`src/rtl/mau_pkg.sv`:
```
// mau_pkg: shared size codes, FSM states and defaults
// for the mem_access_unit load/store initiator.
package mau_pkg;

  localparam logic [1:0] SZ_B = 2'b00;
  localparam logic [1:0] SZ_H = 2'b01;
  localparam logic [1:0] SZ_W = 2'b10;

  localparam int MAU_DEPTH = 32;

  typedef enum logic [2:0] {
    ST_IDLE,
    ST_RD,
    ST_CAP,
    ST_WR,
    ST_RESP
  } mau_state_t;

endpackage

```
`src/rtl/mau_lane_align.sv`:
```
// mau_lane_align: sub-word extract/extend for loads and
// byte/half merge for stores (built with MAU_SUBWORD_EN).
`ifdef MAU_SUBWORD_EN
module mau_lane_align
  import mau_pkg::*;
(
  input  logic [31:0] i_word,
  input  logic [1:0]  i_lane,
  input  logic [1:0]  i_size,
  input  logic        i_signed,
  input  logic [31:0] i_wdata,
  output logic [31:0] o_load,
  output logic [31:0] o_merge
);

  logic [7:0]  w_b;
  logic [15:0] w_h;

  always_comb begin
    w_b = i_word[7:0];
    unique case (i_lane)
      2'd0: w_b = i_word[7:0];
      2'd1: w_b = i_word[15:8];
      2'd2: w_b = i_word[23:16];
      2'd3: w_b = i_word[31:24];
      default: w_b = i_word[7:0];
    endcase
    w_h = i_lane[1] ? i_word[31:16] : i_word[15:0];
  end

  always_comb begin
    o_load = i_word;
    unique case (i_size)
      SZ_B: o_load = {{24{i_signed & w_b[7]}}, w_b};
      SZ_H: o_load = {{16{i_signed & w_h[15]}}, w_h};
      default: o_load = i_word;
    endcase
  end

  // Only the addressed lane changes; the rest comes from the read word.
  always_comb begin
    o_merge = i_word;
    unique case (i_size)
      SZ_B: begin
        unique case (i_lane)
          2'd0: o_merge[7:0]   = i_wdata[7:0];
          2'd1: o_merge[15:8]  = i_wdata[7:0];
          2'd2: o_merge[23:16] = i_wdata[7:0];
          2'd3: o_merge[31:24] = i_wdata[7:0];
          default: o_merge = i_word;
        endcase
      end
      SZ_H: begin
        if (i_lane[1]) o_merge[31:16] = i_wdata[15:0];
        else           o_merge[15:0]  = i_wdata[15:0];
      end
      default: o_merge = i_wdata;
    endcase
  end

endmodule
`endif

```
`src/rtl/mem_access_unit.sv`:
```
// mem_access_unit: MEM-stage load/store initiator for a word-indexed
// data memory. Define MAU_SUBWORD_EN for byte/half accesses.
module mem_access_unit
  import mau_pkg::*;
#(
  parameter int DEPTH = MAU_DEPTH,
  parameter int AW    = 32
) (
  input  logic          clk,
  input  logic          rst,
  input  logic          req_valid,
  output logic          req_ready,
  input  logic          req_write,
  input  logic [1:0]    req_size,
  input  logic          req_signed,
  input  logic [AW-1:0] req_addr,
  input  logic [31:0]   req_wdata,
  output logic          resp_valid,
  output logic [31:0]   resp_rdata,
  output logic          resp_err,
  output logic          stall,
  output logic [31:0]   mem_raddr,
  output logic [31:0]   mem_waddr,
  output logic          mem_read,
  output logic          mem_write,
  output logic [31:0]   mem_wdata,
  input  logic [31:0]   mem_rdata
);

  localparam int IW = AW - 2;
`ifdef MAU_SUBWORD_EN
  localparam bit SUBWORD = 1'b1;
`else
  localparam bit SUBWORD = 1'b0;
`endif

  mau_state_t  r_state;
  logic        r_err;
  logic [31:0] r_data;
  logic        r_resp_valid;
  logic        r_resp_err;
  logic [31:0] r_resp_rdata;
  logic        r_mem_read;
  logic        r_mem_write;
  logic [31:0] r_mem_raddr;
  logic [31:0] r_mem_waddr;
  logic [31:0] r_mem_wdata;

  logic          w_accept;
  logic          w_err;
  logic          w_range;
  logic [IW-1:0] w_idx;
  logic [31:0]   w_idx32;
  logic [31:0]   w_ld;

  assign w_accept = req_valid && req_ready;
  assign w_idx    = req_addr[AW-1:2];
  assign w_idx32  = 32'(w_idx);
  assign w_range  = {{(64-IW){1'b0}}, w_idx} >= 64'(DEPTH);

  always_comb begin
    w_err = 1'b1;
    unique case (req_size)
      SZ_B:    w_err = !SUBWORD;
      SZ_H:    w_err = !SUBWORD || req_addr[0];
      SZ_W:    w_err = |req_addr[1:0];
      default: w_err = 1'b1;
    endcase
    if (w_range) w_err = 1'b1;
  end

`ifdef MAU_SUBWORD_EN
  logic        r_write;
  logic        r_signed;
  logic [1:0]  r_size;
  logic [1:0]  r_lane;
  logic [31:0] r_idx;
  logic [31:0] r_wdata;
  logic [31:0] w_merge;

  always_ff @(posedge clk) begin
    if (rst) begin
      r_write  <= 1'b0;
      r_signed <= 1'b0;
      r_size   <= SZ_W;
      r_lane   <= 2'd0;
      r_idx    <= '0;
      r_wdata  <= '0;
    end else if (w_accept) begin
      r_write  <= req_write;
      r_signed <= req_signed;
      r_size   <= req_size;
      r_lane   <= req_addr[1:0];
      r_idx    <= w_idx32;
      r_wdata  <= req_wdata;
    end
  end

  mau_lane_align u_align (
    .i_word  (mem_rdata),
    .i_lane  (r_lane),
    .i_size  (r_size),
    .i_signed(r_signed),
    .i_wdata (r_wdata),
    .o_load  (w_ld),
    .o_merge (w_merge)
  );
`else
  assign w_ld = mem_rdata;
`endif

  // Memory strobes and response are registered one state ahead.
  always_ff @(posedge clk) begin
    if (rst) begin
      r_state      <= ST_IDLE;
      r_err        <= 1'b0;
      r_data       <= '0;
      r_resp_valid <= 1'b0;
      r_resp_err   <= 1'b0;
      r_resp_rdata <= '0;
      r_mem_read   <= 1'b0;
      r_mem_write  <= 1'b0;
      r_mem_raddr  <= '0;
      r_mem_waddr  <= '0;
      r_mem_wdata  <= '0;
    end else begin
      r_mem_read   <= 1'b0;
      r_mem_write  <= 1'b0;
      r_resp_valid <= 1'b0;
      r_resp_err   <= 1'b0;
      r_resp_rdata <= '0;
      unique case (r_state)
        ST_IDLE: begin
          if (w_accept) begin
            r_err  <= w_err;
            r_data <= '0;
            if (w_err) begin
              r_state <= ST_RESP;
            end else if (req_write &&
                         req_size == SZ_W) begin
              r_state     <= ST_WR;
              r_mem_write <= 1'b1;
              r_mem_waddr <= w_idx32;
              r_mem_wdata <= req_wdata;
            end else begin
              r_state     <= ST_RD;
              r_mem_read  <= 1'b1;
              r_mem_raddr <= w_idx32;
            end
          end
        end
        ST_RD: r_state <= ST_CAP;
        ST_CAP: begin
`ifdef MAU_SUBWORD_EN
          if (r_write) begin
            r_state     <= ST_WR;
            r_mem_write <= 1'b1;
            r_mem_waddr <= r_idx;
            r_mem_wdata <= w_merge;
          end else begin
            r_data  <= w_ld;
            r_state <= ST_RESP;
          end
`else
          r_data  <= w_ld;
          r_state <= ST_RESP;
`endif
        end
        ST_WR: r_state <= ST_RESP;
        ST_RESP: begin
          r_resp_valid <= 1'b1;
          r_resp_err   <= r_err;
          r_resp_rdata <= r_data;
          r_state      <= ST_IDLE;
        end
        default: r_state <= ST_IDLE;
      endcase
    end
  end

  assign req_ready  = (r_state == ST_IDLE);
  assign stall      = (r_state != ST_IDLE) || r_resp_valid;
  assign resp_valid = r_resp_valid;
  assign resp_err   = r_resp_err;
  assign resp_rdata = r_resp_rdata;
  assign mem_read   = r_mem_read;
  assign mem_write  = r_mem_write;
  assign mem_raddr  = r_mem_raddr;
  assign mem_waddr  = r_mem_waddr;
  assign mem_wdata  = r_mem_wdata;

endmodule

```
`config.mk`:
```
export PLATFORM = sky130hd
export DESIGN_NAME = mem_access_unit
export DESIGN_NICKNAME = d
export VERILOG_FILES = /design/src/rtl/mau_pkg.sv /design/src/rtl/mau_lane_align.sv /design/src/rtl/mem_access_unit.sv
export SDC_FILE = /design/constraint.sdc
export NUM_CORES = 1
export LEC_CHECK = 0
export ABC_CLOCK_PERIOD_IN_PS = 2130
export BUFFER_PORTS_ARGS = -buffer_cell sky130_fd_sc_hd__buf_2
export CORE_MARGIN = 1
export CORE_UTILIZATION = 45
export DETAILED_ROUTE_END_ITERATION = 12
export GPL_TIMING_DRIVEN = 0
export PLACE_DENSITY = 0.76
export SLEW_MARGIN = 30
export SYNTH_ARGS = -nofsm -noshare
export SYNTH_HDL_FRONTEND = slang
export SYNTH_HIERARCHICAL = 1
export SYNTH_SLANG_ARGS = --single-unit
```
`constraint.sdc`:
```
create_clock -name clk -period 2.13 [get_ports clk]
set_clock_uncertainty 0.15 [all_clocks]
set_input_delay 0.426 -clock clk [delete_from_list [all_inputs] [get_ports clk]]
set_output_delay 0.426 -clock clk [all_outputs]
set_load 0.02 [all_outputs]
```
# Word level (Yosys, flattened, before mapping)
# Index checks and enable logic that the tools add are counted.
dict set report word_totals {
  register_bits 164
  inputBits 103
  out_inout_bits 134
}
dict set report classes {
  order_cmp 1
  n_eq_ne 6
  mux 11
  n_bitwise 5
  reduce_logical 14
}
# op count
set op_table {}
lappend op_table {{32-bit one-hot mux with 2 select lines} 1}
lappend op_table {{32-bit two-way mux} 1}
lappend op_table {{30-bit by 6-bit >= comparator with 1-bit output, second input constant} 1}
lappend op_table {{3-bit one-hot mux with 3 select lines} 1}
lappend op_table {{4-bit AND reduction} 2}
lappend op_table {{3-bit by 2-bit == test with 1-bit output, second input constant} 2}
lappend op_table {{3-bit two-way mux} 2}
lappend op_table {{2-bit OR reduction} 3}
lappend op_table {{1-bit two-way mux} 5}
lappend op_table {{1-bit NOT} 5}
lappend op_table {{2-bit AND reduction} 2}
lappend op_table {{4-bit OR reduction} 1}
lappend op_table {{3-bit by 1-bit == test with 1-bit output, second input constant} 1}
lappend op_table {{3-bit == test, second input constant} 1}
lappend op_table {{3-bit zero test} 1}
lappend op_table {{3-bit nonzero test} 1}
lappend op_table {{2-bit == test, second input constant} 1}
lappend op_table {{1-bit logical AND} 2}
lappend op_table {{2-bit two-way mux} 1}
lappend op_table {{2-bit by 1-bit != test with 1-bit output, second input constant} 1}
lappend op_table {{2-bit nonzero test} 1}
lappend op_table {{1-bit logical OR} 1}

# Longest topological paths before layout
# Gate-level depths: netlist (run 1).
dict set report depth {
  depth_word 6
  mapped_depth 6
}

# Worst setup path before layout (run 1)
# Ideal clock, no wire load.
dict set report synth_timing {
  path_type {input port to flip-flop}
  from {input port req_addr[21]}
  to {register r_mem_waddr[0] (netlist: mem_waddr[0])}
  setup_time_ns 0.072
  arrival_ns 1.726
  required_time_ns 1.908
  path_slack_ns 0.182
  stages 6
  n_path_buf 2
  path_cell_list {nor4_1 nand4_1 nor4_2 buf_6 buf_12 mux2i_1}
}
dict set report synth_via {
  elab_chain_cells 4
}
# element line
set synth_rtl {}
lappend synth_rtl {{start, declared} mem_access_unit.sv:16} ;# input logic [AW-1:0] req_addr,
lappend synth_rtl {{30-bit by 6-bit >= comparator with 1-bit output} mem_access_unit.sv:59} ;# assign w_range = {{(64-IW){1'b0}}, w_idx} >= 64'(DEPTH);
lappend synth_rtl {{1-bit two-way mux} mem_access_unit.sv:69} ;# if (w_range) w_err = 1'b1;
lappend synth_rtl {{1-bit NOT (no line)} -}
lappend synth_rtl {{4-bit AND reduction (no line)} -}
lappend synth_rtl {{end signal, assigned} mem_access_unit.sv:143} ;# r_mem_waddr <= w_idx32;
lappend synth_rtl {{end, declared} mem_access_unit.sv:46} ;# logic [31:0] r_mem_waddr;
# Every way passes these cells.
# A chain may end at the register's enable or synchronous reset.

# Worst setup path after layout (run 1)
dict set report layout_timing {
  from {register r_state[1]}
  to {register r_data[12]}
}
dict set report layout_via {
  elab_chain_cells 4
}
# element line
set layout_rtl {}
lappend layout_rtl {{start, declared} mem_access_unit.sv:37} ;# mau_state_t r_state;
lappend layout_rtl {{start signal, assigned} mem_access_unit.sv:115} ;# r_state <= ST_IDLE;
lappend layout_rtl {{start signal, assigned} mem_access_unit.sv:138} ;# r_state <= ST_RESP;
lappend layout_rtl {{start signal, assigned} mem_access_unit.sv:141} ;# r_state <= ST_WR;
lappend layout_rtl {{3-bit zero test} {mem_access_unit.sv:132, mem_access_unit.sv:181}}
lappend layout_rtl {{1-bit logical AND} mem_access_unit.sv:56} ;# assign w_accept = req_valid && req_ready;
lappend layout_rtl {{2-bit by 1-bit != test with 1-bit output (no line)} -}
lappend layout_rtl {{2-bit AND reduction (no line)} -}
lappend layout_rtl {{end signal, assigned} mem_access_unit.sv:165} ;# r_data <= w_ld;
lappend layout_rtl {{end, declared} mem_access_unit.sv:39} ;# logic [31:0] r_data;
# Parallel ways exist; a longest one is shown, timed or not.

==> results of run 1 <==
-- area by class of cell --
cell class / instances / area (µm²)
timing repair buffer: 231 / 1160
clock inverter: 11 / 151
sequential: 164 / 3280
buffer: 41 / 250
clock buffer: 21 / 460
tap: 168 / 210
multi-input combinational: 306 / 2130
inverter: 1 / 3.75
fill: 1056 / 4470
-- routing by layer --
| layer | share of wire (%) | global-route usage (%) | wire length, µm | vias to the layer above |
|---|---|---|---|---|
| met2 | 51 | 36.8 | 6760 | 149 |
| met1 | 41 | 23.3 | 5470 | 2113 |
| met5 | 0 | 0 | 0 | - |
| met4 | 1.8 | 8.92 | 239 | 0 |
| met3 | 5.8 | 5.63 | 773 | 21 |
| li1 | - | - | - | 2217 |
-- power breakdown --
group | switching [µW] | internal (µW) | total (µW)
clock network | 1190 | 1910 | 3100
logic | 131 | 121 | 253
registers | 2.87 | 3070 | 3070
-- cells by family (layout without fill, tap and decap cells) --
| family | count (synthesis) | in the layout | synth area share [%] |
|---|---|---|---|
| other cells | 1 | 4 | 0.0665 |
| buf+inv | 42 | 305 | 4.50 |
| mux | 42 | 42 | 7.46 |
| simple gates | 223 | 223 | 24.9 |
| compound gates | 37 | 37 | 4.79 |
| flops | 164 | 164 | 58.2 |
-- Yosys cell counts --
| cell | n |
|---|---|
| nand2_1 | 3 |
| buf_2 | 2 |
| buf_12 | 3 |
| nor2_1 | 33 |
| nor4_2 | 5 |
| nor4_1 | 4 |
| nor2b_1 | 2 |
| o21ai_0 | 1 |
| inv_1 | 1 |
| conb_1 | 1 |
| mux2i_1 | 42 |
| o21ai_1 | 1 |
| buf_6 | 1 |
| nor3_2 | 1 |
| and3b_1 | 1 |
| a22oi_1 | 32 |
| nor3b_1 | 50 |
| buf_8 | 1 |
| a211oi_1 | 1 |
| buf_1 | 1 |
| nand2b_1 | 80 |
| nand4_2 | 1 |
| nor4b_1 | 1 |
| and2_1 | 35 |
| clkbuf_1 | 26 |
| nor3_1 | 6 |
| nand4_1 | 1 |
| dfxtp_1 | 164 |
| o21a_1 | 1 |
| a21oi_1 | 1 |
| buf_4 | 7 |
-- tightest hold or removal path: stages --
cell      delay (ps)
buf_2             90
nand2b_1          50
mux2i_1           60
-- sequential cells by signal (all words and copies together) (netlist names) --
signal,flops
mem_raddr,30
mem_read,1
mem_waddr,30
mem_wdata,32
mem_write,1
r_data,32
r_err,1
r_state,3
resp_err,1
resp_rdata,32
resp_valid,1
-- path summary, 6_finish.rpt --
check                 from              to  slack (ps)  cells after the start
max             r_state[1]      r_data[12]         180                      5
min          req_wdata[29]   mem_wdata[29]         110                      3
max reg2reg     r_state[1]      r_data[12]         180                      5
min reg2reg     r_data[26]  resp_rdata[26]         310                      1
-- through the flow --
stage | setup TNS, ps | cells | cell area, µm² | utilization (%)
after CTS | 0 | 943 | 7630 | 63.0
final | 0 | 943 | 7640 | 63.1
after global routing | 0 | 943 | 7640 | 63.1
after detailed placement | -26470 | 911 | 7020 | 58.0
after floorplan | 0 | 512 | 5650 | -
after global placement | -21640 | 911 | 7020 | 57.9
-- timing repair --
item	4_1_cts	5_1_grt
hold buffers	0	0
endpoints found under the setup margin	0	14
resized for setup	0	1
==> impl_metrics.env, run 1 <==
export IMPL_cp_max_fo=10
export IMPL_wl_per_cell_um=14.0
export IMPL_avgSynthCellArea_um2=11.1
export IMPL_hold_viol_final=0
export IMPL_seq_area_frac_synth_pct=58.2
export IMPL_placementRows=40
export IMPL_grt_max_degree=17
export IMPL_num_io_pins=237
export IMPL_n_antenna_cell=0
export IMPL_die_area_um2=13000
export IMPL_portBuffers=231
export IMPL_numCtsBuffers=17
export IMPL_tritoncts="yes"
export IMPL_cts_max_level=4
export IMPL_period_needed_ps=1950
export IMPL_drt_vias_per_instance=4.77
export IMPL_layout_common_cells="233 x buf_2, 164 x dfxtp_1, 80 x nand2b_1"
export IMPL_netlist_area_leader_share_pct=58.2
export IMPL_first_pass_iters=4
export IMPL_drive_above_1_share_pct=36.5
export IMPL_grt_overflow_total=0
export IMPL_gr_usage_all_layers_pct=20.7
export IMPL_path_buf_inv=2
export IMPL_hpwl_um=9900
export IMPL_cp_data_required_time_ps=2320
export IMPL_layout_area_overhead_vs_synth_pct=35.6
export IMPL_worstSetupPathType="reg2reg"
export IMPL_yosysTopAreaCell="dfxtp_1"
export IMPL_cp_end_kind="register"
export IMPL_cp_slowest_cell="nor3_1"
export IMPL_slew_headroom_pct=57.3
export IMPL_start_util_pct=46.5
export IMPL_via_count=4500
export IMPL_syn_inst=509
export IMPL_slowest_delay_ps=480
export IMPL_powerDensity_nw_per_um2=841
export IMPL_synth_ff_latch_count=164
export IMPL_wl_um=13200
export IMPL_chipWidth_um=114
export IMPL_power_leakage_uw=0.00340
export IMPL_die_h_um=114
export IMPL_ir_worst_vdd_uv=378
export IMPL_grt_setup_unrepaired="no"
export IMPL_cp_cell_sequence="inv_1 -> nor3_1 -> clkbuf_1 -> a22oi_1 -> nor2_1"
export IMPL_grt_antenna_before_repair=0
export IMPL_grt_pass1_vias=4414
export IMPL_core_area_um2=12100
export IMPL_cp_top_family="simple AND/OR/NAND/NOR gates"
export IMPL_dr_first_iter_drc_count=234
export IMPL_worst_pin_slew_ps=638
export IMPL_period_share_pct=91.7
export IMPL_finalWorstSetupSlack_ps=176
export IMPL_p_total_uw=6430
export IMPL_clockRootBuffer="clkbuf_16"
export IMPL_slew_violations=0
export IMPL_dp_slack_ps=-372
export IMPL_synth_area_top_cells="dfxtp_1 58%, nand2b_1 8.9%, mux2i_1 7.5%, nor3b_1 6.7%, a22oi_1 4.3%"
export IMPL_status="completed"
export IMPL_final_nets=865
export IMPL_clk_latency_ps=410
export IMPL_timing_hold_ws_ps=111
export IMPL_ant_nets=0
export IMPL_clock_path_buffers=2
export IMPL_yosys_warnings=6
export IMPL_grt_pass1_wl_um=20900
export IMPL_fmax_mhz=512
export IMPL_arrival_ps=2150
export IMPL_holdCritPathClass="in2reg"
export IMPL_drc_errors=0
export IMPL_setup_violations=0
export IMPL_cap_violations=0
export IMPL_netlist_area_um2=5640
export IMPL_final_common_cell="buf_2"
export IMPL_yosysUniqueCellTypes=31
export IMPL_routabilityCongestion=0.770
export IMPL_post_cts_buffers=0
export IMPL_clock_sinks=164
export IMPL_critPathLaunchType="register"
export IMPL_cts_reportedPaths_clkPinSlew_ps=60
Note: power is estimated with default switching activity, not from simulation.
==> inputs of run 2 (changes only) <==
--- a/config.mk
+++ b/config.mk
@@ -5,13 +5,15 @@
 export SDC_FILE = /design/constraint.sdc
 export NUM_CORES = 1
 export LEC_CHECK = 0
+export ABC_AREA = 1
 export ABC_CLOCK_PERIOD_IN_PS = 2130
 export BUFFER_PORTS_ARGS = -buffer_cell sky130_fd_sc_hd__buf_2
 export CORE_MARGIN = 1
 export CORE_UTILIZATION = 45
 export DETAILED_ROUTE_END_ITERATION = 12
+export GPL_ROUTABILITY_DRIVEN = 1
 export GPL_TIMING_DRIVEN = 0
-export PLACE_DENSITY = 0.76
+export PLACE_DENSITY = 0.74
 export SLEW_MARGIN = 30
 export SYNTH_ARGS = -nofsm -noshare
 export SYNTH_HDL_FRONTEND = slang
==> run 2 against run 1 <==
  * Global-route usage is 0.70 points higher
  * Hold slack better by 32 ps
  * Synthesized cell count is 71% higher
  * Clock-buffer cell count is 2 lower
  * Clock power is 9.7% lower
  * Via count is 28% higher
  * Utilization is 1.9 points lower
  * First-iteration DRC count is 32% higher
  * Synthesized area is 12% higher
  * Critical path type is now reg2out
  * Highest routed layer unchanged
==> impl_metrics.env, run 2 <==
export IMPL_portBuffers=230
export IMPL_final_util_pct=61.2
export IMPL_slowest_delay_ps=350
export IMPL_cp_max_fo=5
export IMPL_final_cells=1312
export IMPL_post_synth_top_count_cell="inv_1"
export IMPL_layout_area_overhead_vs_synth_pct=30.8
export IMPL_ant_nets=0
export IMPL_dr_first_iter_drc_count=310
export IMPL_drc_errors=0
export IMPL_synth_ff_type="dfxtp_1"
export IMPL_yosysTopAreaCell="dfxtp_1"
export IMPL_die_h_um=120
export IMPL_core_area_um2=13500
export IMPL_numCtsBuffers=17
export IMPL_status="completed"
export IMPL_grt_pass1_wl_um=24200
export IMPL_layout_common_cells="277 x inv_1, 247 x buf_2, 164 x dfxtp_1"
export IMPL_ys_top_cells_by_count="277 x inv_1, 164 x dfxtp_1, 138 x nor2_1, 102 x nand2_1, 53 x nand3_1"
export IMPL_fmax_mhz=494
export IMPL_worstHoldPathCells=2
export IMPL_hpwl_um=11100
export IMPL_clock_sinks=164
export IMPL_chipWidth_um=120
export IMPL_dp_cells=1279
export IMPL_hold_viol_final=0
export IMPL_grt_pass1_vias=5126
export IMPL_slew_violations=0
export IMPL_post_cts_buffers=0
export IMPL_rr_endpoint="r_data[20]"
export IMPL_cts_max_level=4
export IMPL_period_share_pct=95.0
export IMPL_die_area_um2=14500
export IMPL_drive_above_1_share_pct=25.8
export IMPL_wl_um=15300
export IMPL_setup_violations=0
export IMPL_whs_endpoint="r_data[27]"
export IMPL_rr_startpoint="r_state[1]"
export IMPL_r2r_setup_slack_ps=210
export IMPL_p_total_uw=6190
export IMPL_first_pass_iters=4
export IMPL_ir_worst_vdd_uv=585
export IMPL_arrival_ps=1450
export IMPL_routabilityCongestion=0.804
export IMPL_num_io_pins=237
export IMPL_grt_overflow_total=0
export IMPL_grt_max_degree=17
export IMPL_synth_edf_count=0
export IMPL_synth_area_top_cells="dfxtp_1 52%, inv_1 17%, nor2_1 8.2%, nand2_1 6.1%, nand3_1 4.2%"
export IMPL_cp_slowest_cell="dfxtp_1"
export IMPL_worst_pin_slew_ps=513
export IMPL_cap_violations=0
export IMPL_power_leakage_uw=0.00465
export IMPL_seq_area_frac_synth_pct=52.2
export IMPL_final_common_cell="inv_1"
export IMPL_placementRows=42
export IMPL_gr_usage_all_layers_pct=21.4
export IMPL_clock_path_buffers=2
export IMPL_wl_per_cell_um=11.7
export IMPL_slew_headroom_pct=65.8
export IMPL_cp_data_required_time_ps=1550
export IMPL_critPathLaunchType="register"
export IMPL_syn_inst=870
export IMPL_tritoncts="yes"
export IMPL_drt_vias_per_instance=4.38
export IMPL_avgSynthCellArea_um2=7.23
export IMPL_r2r_cells=6
export IMPL_hold_start="rst"
export IMPL_start_util_pct=46.8
export IMPL_netlist_area_um2=6290
export IMPL_grt_setup_unrepaired="no"
export IMPL_cp_end_kind="primary output"
export IMPL_period_needed_ps=2020
export IMPL_powerDensity_nw_per_um2=752
export IMPL_holdCritPathClass="in2reg"
export IMPL_clk_latency_ps=420
export IMPL_ys_async_sr_fraction_pct=0
export IMPL_worstSetupPathType="reg2out"
export IMPL_netlist_area_leader_share_pct=52.2
export IMPL_synth_ff_latch_count=164
export IMPL_yosysUniqueCellTypes=23
export IMPL_clockRootBuffer="clkbuf_16"
export IMPL_final_nets=1225
export IMPL_yosys_warnings=6
export IMPL_via_count=5748
export IMPL_cts_reportedPaths_clkPinSlew_ps=60
export IMPL_grt_antenna_before_repair=1
export IMPL_cp_cell_sequence="nor2_2 -> nand2_2 -> or2_2 -> buf_2"
-- run 2: worst max path at each step --
stage                            from       endpoint  depth (start not counted)
after floorplan           req_addr[7]  mem_waddr[10]                          8
after global placement    req_size[0]   mem_wdata[4]                          9
after detailed placement  req_size[0]   mem_wdata[4]                          9
after CTS                  r_state[1]          stall                          4
after global routing       r_state[1]          stall                          4
final                      r_state[1]          stall                          4
-- run 2: cell type report --
type	count	area [µm²]
diodes	1	2.50
clock buffers	19	443
clock inverters	13	103
fillers	1291	5230
well taps	176	220
multi-input cells	382	1730
inverters	278	1040
repair buffers	230	1150
flip-flops and latches	164	3280
plain buffers	49	250
-- run 2: per-layer routing --
metal  track usage, %  up-vias  wire length (µm)  part of all wire (%)
met2             35.6      186              7160                    47
met4             8.33        0               312                   2.0
met1             25.1     2507              6660                    43
li1                 -     3027                 -                     -
met5                0        -                 0                     0
met3             7.78       28              1200                   7.8
-- run 2: report_power, final --
group          internal, µW  switching, µW
sequential             3070           2.28
combinational           123            194
clock                  1540           1260
-- run 2: critical path: cells and delay by family, from the launching register on --
| family | cells | cell delay [ps] |
|---|---|---|
| buffers and inverters | 1 | 160 |
| flip-flops | 1 | 350 |
| AND/OR/NAND/NOR | 3 | 510 |
-- run 2: what timing repair did --
action	4_1_cts	5_1_grt
hold endpoints to repair	0	0
gates resized for setup	0	2
hold buffers	0	0
endpoints found under the setup margin	0	9
-- run 2: metrics by stage --
stage          hold slack [ps]  setup slack (ps)  TNS (ps)  area [µm²]
5_1_grt                    159              48.7         0        8230
4_1_cts                    132              29.5         0        8220
2_1_floorplan              255               416         0        6300
3_3_place_gp               270             -15.2     -15.2        7670
6_report                   144               106         0        8230
3_5_place_dp               276             -17.5     -22.6        7670
-- run 2: cells by family (layout without fill, tap and decap cells) --
kind of cell	after synthesis	count (layout)	synth area share [%]
buffers and inverters	327	589	20.6
and+or+nand+nor	341	341	23.6
DFF	164	164	52.2
other	1	5	0.0596
AOI/OAI and AO/OA	37	37	3.58
